--- config.mk ---
export PLATFORM = sky130hd
export DESIGN_NAME = exu_lsu_flat
export DESIGN_NICKNAME = d
export VERILOG_FILES = /design/src/rtl/exu_lsu_pkg.sv /design/src/rtl/exu_lsu_if.sv /design/src/rtl/exu_lsu_ldext.sv /design/src/rtl/exu_lsu.sv /design/src/flat_wrapper.sv
export SDC_FILE = /design/constraint.sdc
export NUM_CORES = 1
export LEC_CHECK = 0
export BUFFER_PORTS_ARGS = -buffer_cell sky130_fd_sc_hd__buf_2
export CORE_ASPECT_RATIO = 1.4
export CORE_MARGIN = 3
export CORE_UTILIZATION = 43
export DETAILED_ROUTE_END_ITERATION = 8
export HOLD_SLACK_MARGIN = 0.02
export PLACE_DENSITY = 0.77
export REMOVE_ABC_BUFFERS = 1
export SETUP_SLACK_MARGIN = 0.2
export SYNTH_ARGS = -nofsm -noshare
export SYNTH_HDL_FRONTEND = slang
export SYNTH_SLANG_ARGS = --single-unit
--- constraint.sdc ---
create_clock -name clk -period 2.53 [get_ports clk]
set_clock_uncertainty 0.05 [all_clocks]
set_input_delay 0.3795 -clock clk [delete_from_list [all_inputs] [get_ports clk]]
set_output_delay 0.3795 -clock clk [all_outputs]
set_load 0.01 [all_outputs]
--- src/rtl/exu_lsu_pkg.sv ---
// exu_lsu_pkg: LSU state encodings, load-size codes and store lane alignment.
package exu_lsu_pkg;
  typedef enum logic [1:0] {S_IDLE, S_CMD, S_RSP, S_DONE} lsu_state_e;
  localparam logic [1:0] CIRNO_LSZ_B = 2'd0;
  localparam logic [1:0] CIRNO_LSZ_H = 2'd1;
  localparam logic [1:0] CIRNO_LSZ_W = 2'd2;
  // Store size is implied by how many byte lanes are enabled.
  function automatic logic [31:0] st_align(input logic [31:0] d, input logic [3:0] wen);
    int n;
    n = $countones(wen);
    return n == 1 ? {4{d[7:0]}} : n == 2 ? {2{d[15:0]}} : d;
  endfunction
endpackage

--- src/rtl/exu_lsu_if.sv ---
// exu_lsu_if: AGU handshake plus data-memory bus seen by the LSU.
interface exu_lsu_if;
  logic        hs_ag4ls_val;
  logic        hs_ls4ag_rdy;
  logic [31:0] i_ls_adr;
  logic [31:0] i_ls_wdat;
  logic [3:0]  i_ls_wen;
  logic        i_ls_ren;
  logic [1:0]  i_ls_lsz;
  logic        i_ls_uns;
  logic [31:0] o_ls_rdat;
  logic        o_ls_done;
  logic        o_ls_err;
  logic        o_mem_cmd_val;
  logic        i_mem_cmd_rdy;
  logic [31:0] o_mem_adr;
  logic [31:0] o_mem_wdat;
  logic [3:0]  o_mem_wen;
  logic        o_mem_ren;
  logic        i_mem_rsp_val;
  logic [31:0] i_mem_rdat;
  modport slave (
    input  hs_ag4ls_val, i_ls_adr, i_ls_wdat, i_ls_wen, i_ls_ren, i_ls_lsz, i_ls_uns,
           i_mem_cmd_rdy, i_mem_rsp_val, i_mem_rdat,
    output hs_ls4ag_rdy, o_ls_rdat, o_ls_done, o_ls_err,
           o_mem_cmd_val, o_mem_adr, o_mem_wdat, o_mem_wen, o_mem_ren
  );
  modport master (
    output hs_ag4ls_val, i_ls_adr, i_ls_wdat, i_ls_wen, i_ls_ren, i_ls_lsz, i_ls_uns,
           i_mem_cmd_rdy, i_mem_rsp_val, i_mem_rdat,
    input  hs_ls4ag_rdy, o_ls_rdat, o_ls_done, o_ls_err,
           o_mem_cmd_val, o_mem_adr, o_mem_wdat, o_mem_wen, o_mem_ren
  );
endinterface

--- src/rtl/exu_lsu_ldext.sv ---
// exu_lsu_ldext: select byte/half/word from a memory word and sign/zero-extend it.
import exu_lsu_pkg::*;
module exu_lsu_ldext (
  input  logic [31:0] rdat,
  input  logic [1:0]  adr,
  input  logic [1:0]  lsz,
  input  logic        uns,
  output logic [31:0] res
);
  logic [7:0]  b;
  logic [15:0] h;
  always_comb begin
    b = 8'(rdat >> {adr, 3'b000});
    h = adr[1] ? rdat[31:16] : rdat[15:0];
    res = lsz == CIRNO_LSZ_B ? {{24{~uns & b[7]}}, b} :
          lsz == CIRNO_LSZ_H ? {{16{~uns & h[15]}}, h} : rdat;
  end
endmodule

--- src/rtl/exu_lsu.sv ---
// exu_lsu: execute-stage load/store responder driving a variable-latency D-memory bus.
// Define CIRNO_LSU_TMO_EN to enable the TMO_W-bit response timeout (o_ls_err).
import exu_lsu_pkg::*;
module exu_lsu #(
  parameter int TMO_W = 8
) (
  input logic      clk,
  input logic      rst,
  exu_lsu_if.slave ls
);
  lsu_state_e  state, nxt;
  logic [31:0] adr_q, wdat_q, rdat_q, ext;
  logic [3:0]  wen_q;
  logic [1:0]  lsz_q;
  logic        ren_q, uns_q, err_q, acc, tmo, tmo_hit;
  assign acc = ls.hs_ag4ls_val & (state == S_IDLE);
`ifdef CIRNO_LSU_TMO_EN
  logic [TMO_W-1:0] cnt;
  always_ff @(posedge clk)
    cnt <= (rst || nxt != state) ? '0 : cnt + 1'b1;
  assign tmo = &cnt & (state == S_CMD || state == S_RSP);
`else
  localparam int unused_tmo_w = TMO_W;
  assign tmo = 1'b0;
`endif
  assign tmo_hit = tmo & ((state == S_CMD & ~ls.i_mem_cmd_rdy) | (state == S_RSP & ~ls.i_mem_rsp_val));
  always_ff @(posedge clk)
    state <= rst ? S_IDLE : nxt;
  always_comb begin
    nxt = state;
    case (state)
      S_IDLE: if (acc) nxt = (|ls.i_ls_wen || ls.i_ls_ren) ? S_CMD : S_DONE;
      S_CMD:  if (ls.i_mem_cmd_rdy) nxt = |wen_q ? S_DONE : S_RSP;
              else if (tmo) nxt = S_DONE;
      S_RSP:  if (ls.i_mem_rsp_val || tmo) nxt = S_DONE;
      default: nxt = S_IDLE;
    endcase
  end
  always_comb begin
    ls.hs_ls4ag_rdy  = state == S_IDLE;
    ls.o_mem_cmd_val = state == S_CMD;
    ls.o_ls_done     = state == S_DONE;
    ls.o_ls_err      = err_q;
    ls.o_ls_rdat     = rdat_q;
    ls.o_mem_adr     = {adr_q[31:2], 2'b00};
    ls.o_mem_wdat    = wdat_q;
    ls.o_mem_wen     = wen_q;
    ls.o_mem_ren     = ren_q;
  end
  exu_lsu_ldext u_ldext (.rdat(ls.i_mem_rdat), .adr(adr_q[1:0]), .lsz(lsz_q), .uns(uns_q), .res(ext));
  // A request carrying both read and write enables is a store; ren is dropped at latch time.
  always_ff @(posedge clk) begin
    if (rst) begin
      adr_q  <= '0;
      wdat_q <= '0;
      wen_q  <= '0;
      ren_q  <= 1'b0;
      lsz_q  <= '0;
      uns_q  <= 1'b0;
      rdat_q <= '0;
      err_q  <= 1'b0;
    end else begin
      if (acc) begin
        adr_q  <= ls.i_ls_adr;
        wdat_q <= st_align(ls.i_ls_wdat, ls.i_ls_wen);
        wen_q  <= ls.i_ls_wen;
        ren_q  <= ls.i_ls_ren & ~|ls.i_ls_wen;
        lsz_q  <= ls.i_ls_lsz;
        uns_q  <= ls.i_ls_uns;
      end
      if (state == S_RSP && ls.i_mem_rsp_val) rdat_q <= ext;
      else if (tmo_hit) rdat_q <= '0;
      err_q <= tmo_hit;
    end
  end
endmodule

--- src/flat_wrapper.sv ---
// flat-port wrapper written by rule: the top's interface ports become plain ports
module exu_lsu_flat 
#(
  parameter int TMO_W = 8
)
  (clk, rst, ls_hs_ag4ls_val, ls_i_ls_adr, ls_i_ls_wdat, ls_i_ls_wen, ls_i_ls_ren, ls_i_ls_lsz, ls_i_ls_uns, ls_i_mem_cmd_rdy, ls_i_mem_rsp_val, ls_i_mem_rdat, ls_hs_ls4ag_rdy, ls_o_ls_rdat, ls_o_ls_done, ls_o_ls_err, ls_o_mem_cmd_val, ls_o_mem_adr, ls_o_mem_wdat, ls_o_mem_wen, ls_o_mem_ren);
  exu_lsu_if ls_i ();
  input logic clk;
  input logic rst;
  input wire logic [$bits(ls_i.hs_ag4ls_val)-1:0] ls_hs_ag4ls_val;
  input wire logic [$bits(ls_i.i_ls_adr)-1:0] ls_i_ls_adr;
  input wire logic [$bits(ls_i.i_ls_wdat)-1:0] ls_i_ls_wdat;
  input wire logic [$bits(ls_i.i_ls_wen)-1:0] ls_i_ls_wen;
  input wire logic [$bits(ls_i.i_ls_ren)-1:0] ls_i_ls_ren;
  input wire logic [$bits(ls_i.i_ls_lsz)-1:0] ls_i_ls_lsz;
  input wire logic [$bits(ls_i.i_ls_uns)-1:0] ls_i_ls_uns;
  input wire logic [$bits(ls_i.i_mem_cmd_rdy)-1:0] ls_i_mem_cmd_rdy;
  input wire logic [$bits(ls_i.i_mem_rsp_val)-1:0] ls_i_mem_rsp_val;
  input wire logic [$bits(ls_i.i_mem_rdat)-1:0] ls_i_mem_rdat;
  output wire logic [$bits(ls_i.hs_ls4ag_rdy)-1:0] ls_hs_ls4ag_rdy;
  output wire logic [$bits(ls_i.o_ls_rdat)-1:0] ls_o_ls_rdat;
  output wire logic [$bits(ls_i.o_ls_done)-1:0] ls_o_ls_done;
  output wire logic [$bits(ls_i.o_ls_err)-1:0] ls_o_ls_err;
  output wire logic [$bits(ls_i.o_mem_cmd_val)-1:0] ls_o_mem_cmd_val;
  output wire logic [$bits(ls_i.o_mem_adr)-1:0] ls_o_mem_adr;
  output wire logic [$bits(ls_i.o_mem_wdat)-1:0] ls_o_mem_wdat;
  output wire logic [$bits(ls_i.o_mem_wen)-1:0] ls_o_mem_wen;
  output wire logic [$bits(ls_i.o_mem_ren)-1:0] ls_o_mem_ren;
  assign ls_i.hs_ag4ls_val = ls_hs_ag4ls_val;
  assign ls_i.i_ls_adr = ls_i_ls_adr;
  assign ls_i.i_ls_wdat = ls_i_ls_wdat;
  assign ls_i.i_ls_wen = ls_i_ls_wen;
  assign ls_i.i_ls_ren = ls_i_ls_ren;
  assign ls_i.i_ls_lsz = ls_i_ls_lsz;
  assign ls_i.i_ls_uns = ls_i_ls_uns;
  assign ls_i.i_mem_cmd_rdy = ls_i_mem_cmd_rdy;
  assign ls_i.i_mem_rsp_val = ls_i_mem_rsp_val;
  assign ls_i.i_mem_rdat = ls_i_mem_rdat;
  assign ls_hs_ls4ag_rdy = ls_i.hs_ls4ag_rdy;
  assign ls_o_ls_rdat = ls_i.o_ls_rdat;
  assign ls_o_ls_done = ls_i.o_ls_done;
  assign ls_o_ls_err = ls_i.o_ls_err;
  assign ls_o_mem_cmd_val = ls_i.o_mem_cmd_val;
  assign ls_o_mem_adr = ls_i.o_mem_adr;
  assign ls_o_mem_wdat = ls_i.o_mem_wdat;
  assign ls_o_mem_wen = ls_i.o_mem_wen;
  assign ls_o_mem_ren = ls_i.o_mem_ren;
  exu_lsu #(.TMO_W(TMO_W)) u_core (.clk(clk), .rst(rst), .ls(ls_i));
endmodule
; Yosys cells after proc, flatten, opt, wreduce, memory -nomap -nowiden
; Cells that the tools add are included.
[word_totals]
reg_bits = 106
inputBits = 109
[op_classes]
eq_ne = 9
n_shift = 1
reduce_logical = 8
n_addsub = 3
bitwise = 5
n_mux = 11
[ops]
columns = cell, count
row1 = $mux W32, 4
row2 = $add A32 B32 Y32, 1
row3 = $eq A32 B2 Y1 const B, 1
row4 = $eq A32 B3 Y1 const B, 1
row5 = $shr A32 B5 Y8, 1
row6 = $mux W16, 1
row7 = $mux W2, 4
row8 = $reduce_or A4 Y1, 2
row9 = $pmux W2 S3, 1
row10 = $add A1 B1 Y2, 2
row11 = $and A1 B1 Y1, 4
row12 = $eq A2 B1 Y1 const B, 2
row13 = $eq A2 B2 Y1 const B, 2
row14 = $logic_not A2 Y1, 2
row15 = $ne A2 B2 Y1 const B, 2
row16 = $reduce_and A3 Y1, 1
row17 = $ne A2 B1 Y1 const B, 1
row18 = $logic_and A1 B1 Y1, 1
row19 = $logic_not A1 Y1, 1
row20 = $logic_or A1 B1 Y1, 1
row21 = $mux W1, 1
row22 = $not A1 Y1, 1

; Depth between registers and ports, before layout
[logic_depth]
word_depth = 5
ltp_mapped = 9
ltp_nobuf = 8

; Modules after synthesis
; From an unflattened synthesis, not the netlist that was laid out.
[hier_totals]
hier_cells = 706
area_unflattened_um2 = 5539.1
[by_module_without_submodules]
columns = mod, seq_area_each_um2, instances, cells_each, area_each_um2
row1 = exu_lsu, 2122.0, 1, 571, 4521.8
row2 = exu_lsu_ldext, 0.0, 1, 135, 1017.2

; Worst setup path after synthesis
; Ideal clock, no wire load.
[synth_timing]
path_kind = input to register
from = input port ls_i_ls_wen[2]
to = register u_core.wdat_q[30] (netlist: u_core.ls.o_mem_wdat[30])
n_path_buf = 1
required_time_ns = 2.344
path_slack_ns = 0.090
path_stages = 9
arrival_time_ns = 2.255
path_cell_list = inv_1 > ha_1 > ha_1 > fa_1 > or3b_2 > buf_2 > nand2_1 > o2bb2ai_1 > a211oi_1
[synth_via]
elab_chain_cells = 5
[synth_lines]
columns = element, line
row1 = from (decl), flat_wrapper.sv:13  ; input wire logic [$bits(ls_i.i_ls_wen)-1:0] ls_i_ls_wen;
row2 = $add A1 B1 Y2 (implied by the code) (*), exu_lsu_pkg.sv:10  ; n = $countones(wen);
row3 = $add A32 B32 Y32 (implied by the code) (*), exu_lsu_pkg.sv:10
row4 = $eq A32 B3 Y1, exu_lsu_pkg.sv:11  ; return n == 1 ? {4{d[7:0]}} : n == 2 ? {2{d[15:0]}} : d;
row5 = $mux W32, exu_lsu_pkg.sv:11
row6 = $mux W32 (*), exu_lsu_pkg.sv:11
row7 = to (signal assigned), exu_lsu.sv:65  ; wdat_q <= st_align(ls.i_ls_wdat, ls.i_ls_wen);
row8 = to (decl), exu_lsu.sv:12  ; logic [31:0] adr_q, wdat_q, rdat_q, ext;
; Mark *: on every way between the ends. The rest lies on a longest branch, timed or not.
; A chain may end at the register's enable or synchronous reset.

; Final worst setup path
[layout_timing]
from = input port ls_i_ls_wen[2]
to = register u_core.wdat_q[24] (netlist: u_core.ls.o_mem_wdat[24])
; Same word-level chain as after synthesis.

==> key figures <==
Synthesis
  – Gate count of the mapped netlist: 587
  – Synth Register Bits: 106
  – Yosys top cell area share: 43.75%
  – Mapped Area: 4851 µm²
  – Area leader, netlist: dfxtp_1
  – Unique masters post-synth: 49
  – Area contributors post-synth: dfxtp_1, nand2_1, buf_4
  – Sequential area share after synthesis: 43.75%
  – Synth Warn #: 0
  – Avg Inst Size Synth: 8.264 µm²

Power
  – LEAKAGE: 2.841 nW
  – Pint: 3.942 mW
  – Worst vdd ir: 0.4425 mV
  – Gate power share: 37.0%
  – Seq pwr share: 37.1%
  – Clock Power Share: 25.9%
  – Final Power: 6.154 mW
  – Pwr per Cell Area: 985.2 nW/µm²
  – Switching portion of total power: 35.95%
  – Switch Pwr: 2.212 mW

Run status
  – Status: completed

Routing
  – Vias: 4840
  – Wire length per cell: 15.82 µm
  – DRT iter0 DRCs: 200
  – Via density: 5.325
  – Drt drc: 0
  – Drt pass-1 iters: 4
  – Detailed-route wire length: 14.38 mm
  – Remaining antenna violation count: 0

Clock tree
  – H-tree depth: 3
  – CTS Buffer Depth: 2
  – Worst-path clk slew: 0.07 ns
  – CTS Hold Bufs: 0
  – Worst skew pair latency: 0.34 ns
  – Clock sink count: 106
  – Post-CTS Resized: 0
  – CTS root buffer: clkbuf_16
  – Num CTS Buffers: 9
  – Postcts setup bufs: 0
  – TritonCTS clock tree: yes

Floorplan
  – Die X-Extent: 95.77 µm
  – IO Pins: 214
  – Num rows: 45
  – Die area: 12610 µm²
  – Die height: 131.7 µm
  – Starting Density: 44.41%
  – Core area: 10920 µm²

Worst setup path
  – Crit path launch type: input port
  – Worst Setup SP: ls_i_ls_wen[2]
  – R2R Path Start: u_core.state[0]$_SDFFE_PP0P_
  – Ordered list of cells on the worst path: buf_2 > inv_1 > ha_1 > ha_1 > fa_2 > or2b_1 > o21ai_2 > buf_4 > o2bb2ai_1 > a211oi_2
  – CP arrival: 2.46 ns
  – Critical path endpoint category: register
  – Slowest-stage cell, CP: fa_2
  – Critical path's top delay family: adder cells
  – CP bufs+invs: 3
  – Crit path largest cell delay: 0.59 ns
  – CP most frequent cell: ha_1
  – Crit path required time: 2.74 ns
  – Type of the worst setup path: in2reg
  – Critical path peak fanout: 8

GRT
  – Vias in the first global route: 4706
  – Largest net degree at the start of global routing: 54
  – Gr ovfl total: 0
  – First-pass GRT wire length: 22.25 mm
  – Total GRT Usage: 22.22%
  – Initial antenna violation count: 0

Layout
  – Layout cell share with drive strength beyond 1: 36.20%
  – Finished Layout Cells: 909
  – Design Area, Final: 6247 µm²
  – FF+latch area: 2122 µm²
  – Multi-input logic area: 2312 µm²
  – Final cell utilization of the core: 57.19%
  – # diodes: 0
  – Fin nets: 882
  – P&R area growth vs syn: 28.79%
  – Filler cells: 1021

Run
  – MaxCap Viol Count: 0

Timing
  – Achievable clock frequency: 444.5 MHz
  – Final Cycle Share: 88.93%
  – Min cycle time layout: 2.250 ns
  – Pins Over Slew Limit: 0
  – Fin worst setup slack: 0.2801 ns
  – Worst slew margin: 63.40%
  – Worst-margin pin slew: 0.5482 ns
  – Final hold vios: 0
  – Final setup viols: 0
  – RSZ-0062 raised after global routing: yes

Place
  – Worst slack, placed: -0.1763 ns
  – Number of port buffers: 210
  – Placer Congestion: 0.8684
  – DP Cell Count: 893
  – HPWL reported at the end of detailed placement: 10.69 mm
  – Dpl cell area: 5874 µm²

Worst hold path
  – Worst min-delay path class: in2reg
  – Hold wc startpoint: ls_i_ls_adr[20]
## metal layers
metal	up-vias	global-route usage, %	part of all wire (%)
li1	2333	-	-
met1	2221	24.74	38
met2	251	38.99	51
met3	35	4.238	8.2
met4	0	11.23	2.9
met5	-	0	0
## through the flow
| stage | TNS [ns] | hold WS [ns] |
|---|---|---|
| floorplan | -11.32 | 0.3803 |
| global placement | -0.5647 | 0.3807 |
| detailed placement | -2.233 | 0.3907 |
| CTS | 0 | 0.2058 |
| global route | 0 | 0.2086 |
| finish | 0 | 0.2217 |
## cells in the mapped netlist (all sizes together)
| cell type | number |
|---|---|
| a211oi | 36 |
| a21o | 1 |
| a21oi | 54 |
| a221oi | 1 |
| a22o | 1 |
| a22oi | 1 |
| a311oi | 14 |
| a31oi | 6 |
| a41oi | 1 |
| and2 | 2 |
| and3 | 6 |
| buf | 50 |
| clkbuf | 20 |
| conb | 1 |
| dfxtp | 106 |
| fa | 1 |
| ha | 9 |
| inv | 11 |
| mux2 | 6 |
| mux2i | 11 |
| nand2 | 147 |
| nand2b | 3 |
| nand4 | 1 |
| nor2 | 60 |
| nor2b | 2 |
| nor3 | 2 |
| nor3b | 2 |
| o21ai | 8 |
| o221ai | 7 |
| o22ai | 1 |
| o2bb2ai | 8 |
| o31ai | 1 |
| or2 | 1 |
| or2b | 1 |
| or3 | 2 |
| or3b | 1 |
| or4 | 1 |
| xnor2 | 1 |
## cell usage in the layout (no fill, tap or decap), types with 2 or more instances in the layout
cell type	instances
buf_2	209
o21ai_0	5
a21oi_2	2
bufinv_16	3
buf_4	22
dfxtp_1	106
o221ai_1	7
buf_12	2
a31oi_1	6
mux2i_1	11
clkinv_4	2
clkbuf_16	9
conb_1	3
nand2_1	146
nor2b_1	2
mux2_2	6
a21oi_1	51
nand2b_1	3
o21ai_1	2
ha_1	9
or3_1	2
a211oi_2	12
and3_1	6
o2bb2ai_1	8
a311oi_1	14
a211oi_1	24
inv_1	11
nor2_1	59
## final timing paths
kind	to	slack (ns)	depth (start not counted)
max reg2reg	u_core.ls.o_mem_wdat[9]$_SDFFE_PP0P_	0.53	6
min	u_core.adr_q[20]$_SDFFE_PP0P_	0.22	3
max	u_core.ls.o_mem_wdat[24]$_SDFFE_PP0P_	0.28	10
min reg2reg	u_core.adr_q[22]$_SDFFE_PP0P_	0.40	2
## power by group through the flow
| stage | Clock, mW | Combinational [mW] | Sequential (mW) |
|---|---|---|---|
| after global routing | 1.68 | 2.52 | 2.32 |
| final | 1.60 | 2.28 | 2.28 |
| after CTS | 1.62 | 2.27 | 2.28 |
| after detailed placement | 0 | 2.26 | 2.31 |
| after floorplan | 0 | 1.12 | 2.46 |
| after global placement | 0 | 2.19 | 2.30 |
## area by class of cell
type | count | area share [%]
Multi-Input combinational cell | 402 | 37.01
Inverter | 11 | 0.6609
Tap cell | 141 | 2.824
Clock buffer | 10 | 3.665
Timing Repair Buffer | 233 | 20.03
Clock inverter | 6 | 1.843
Sequential cell | 106 | 33.97
## worst register-to-register path: stages, from the launching register on
cell and delay (ns):
dfxtp_1 0.34, inv_1 0.08, ha_1 0.27, and2_2 0.49, buf_12 0.28, nor2_1 0.09
a311oi_1 0.28
## registers in the layout, summed over array words and instances (netlist names)
name                  count
u_core.adr_q             32
u_core.ls.o_ls_rdat      32
u_core.ls.o_mem_wdat     32
u_core.ls.o_mem_wen       4
u_core.lsz_q              2
u_core.state              2
u_core.ls.o_mem_ren       1
u_core.uns_q              1
## cells by family (layout without fill, tap and decap cells)
logic type | Yosys count | count (layout) | share of synthesized area (%)
simple gates | 231 | 231 | 19.58
mux | 17 | 17 | 3.663
compound gates | 140 | 140 | 20.61
flops | 106 | 106 | 43.75
buf+inv | 81 | 260 | 9.414
xor+xnor | 1 | 1 | 0.1806
other cells | 1 | 3 | 0.07731
fa+ha+maj | 10 | 10 | 2.734
No activity file was read; power rests on OpenSTA's default activity.
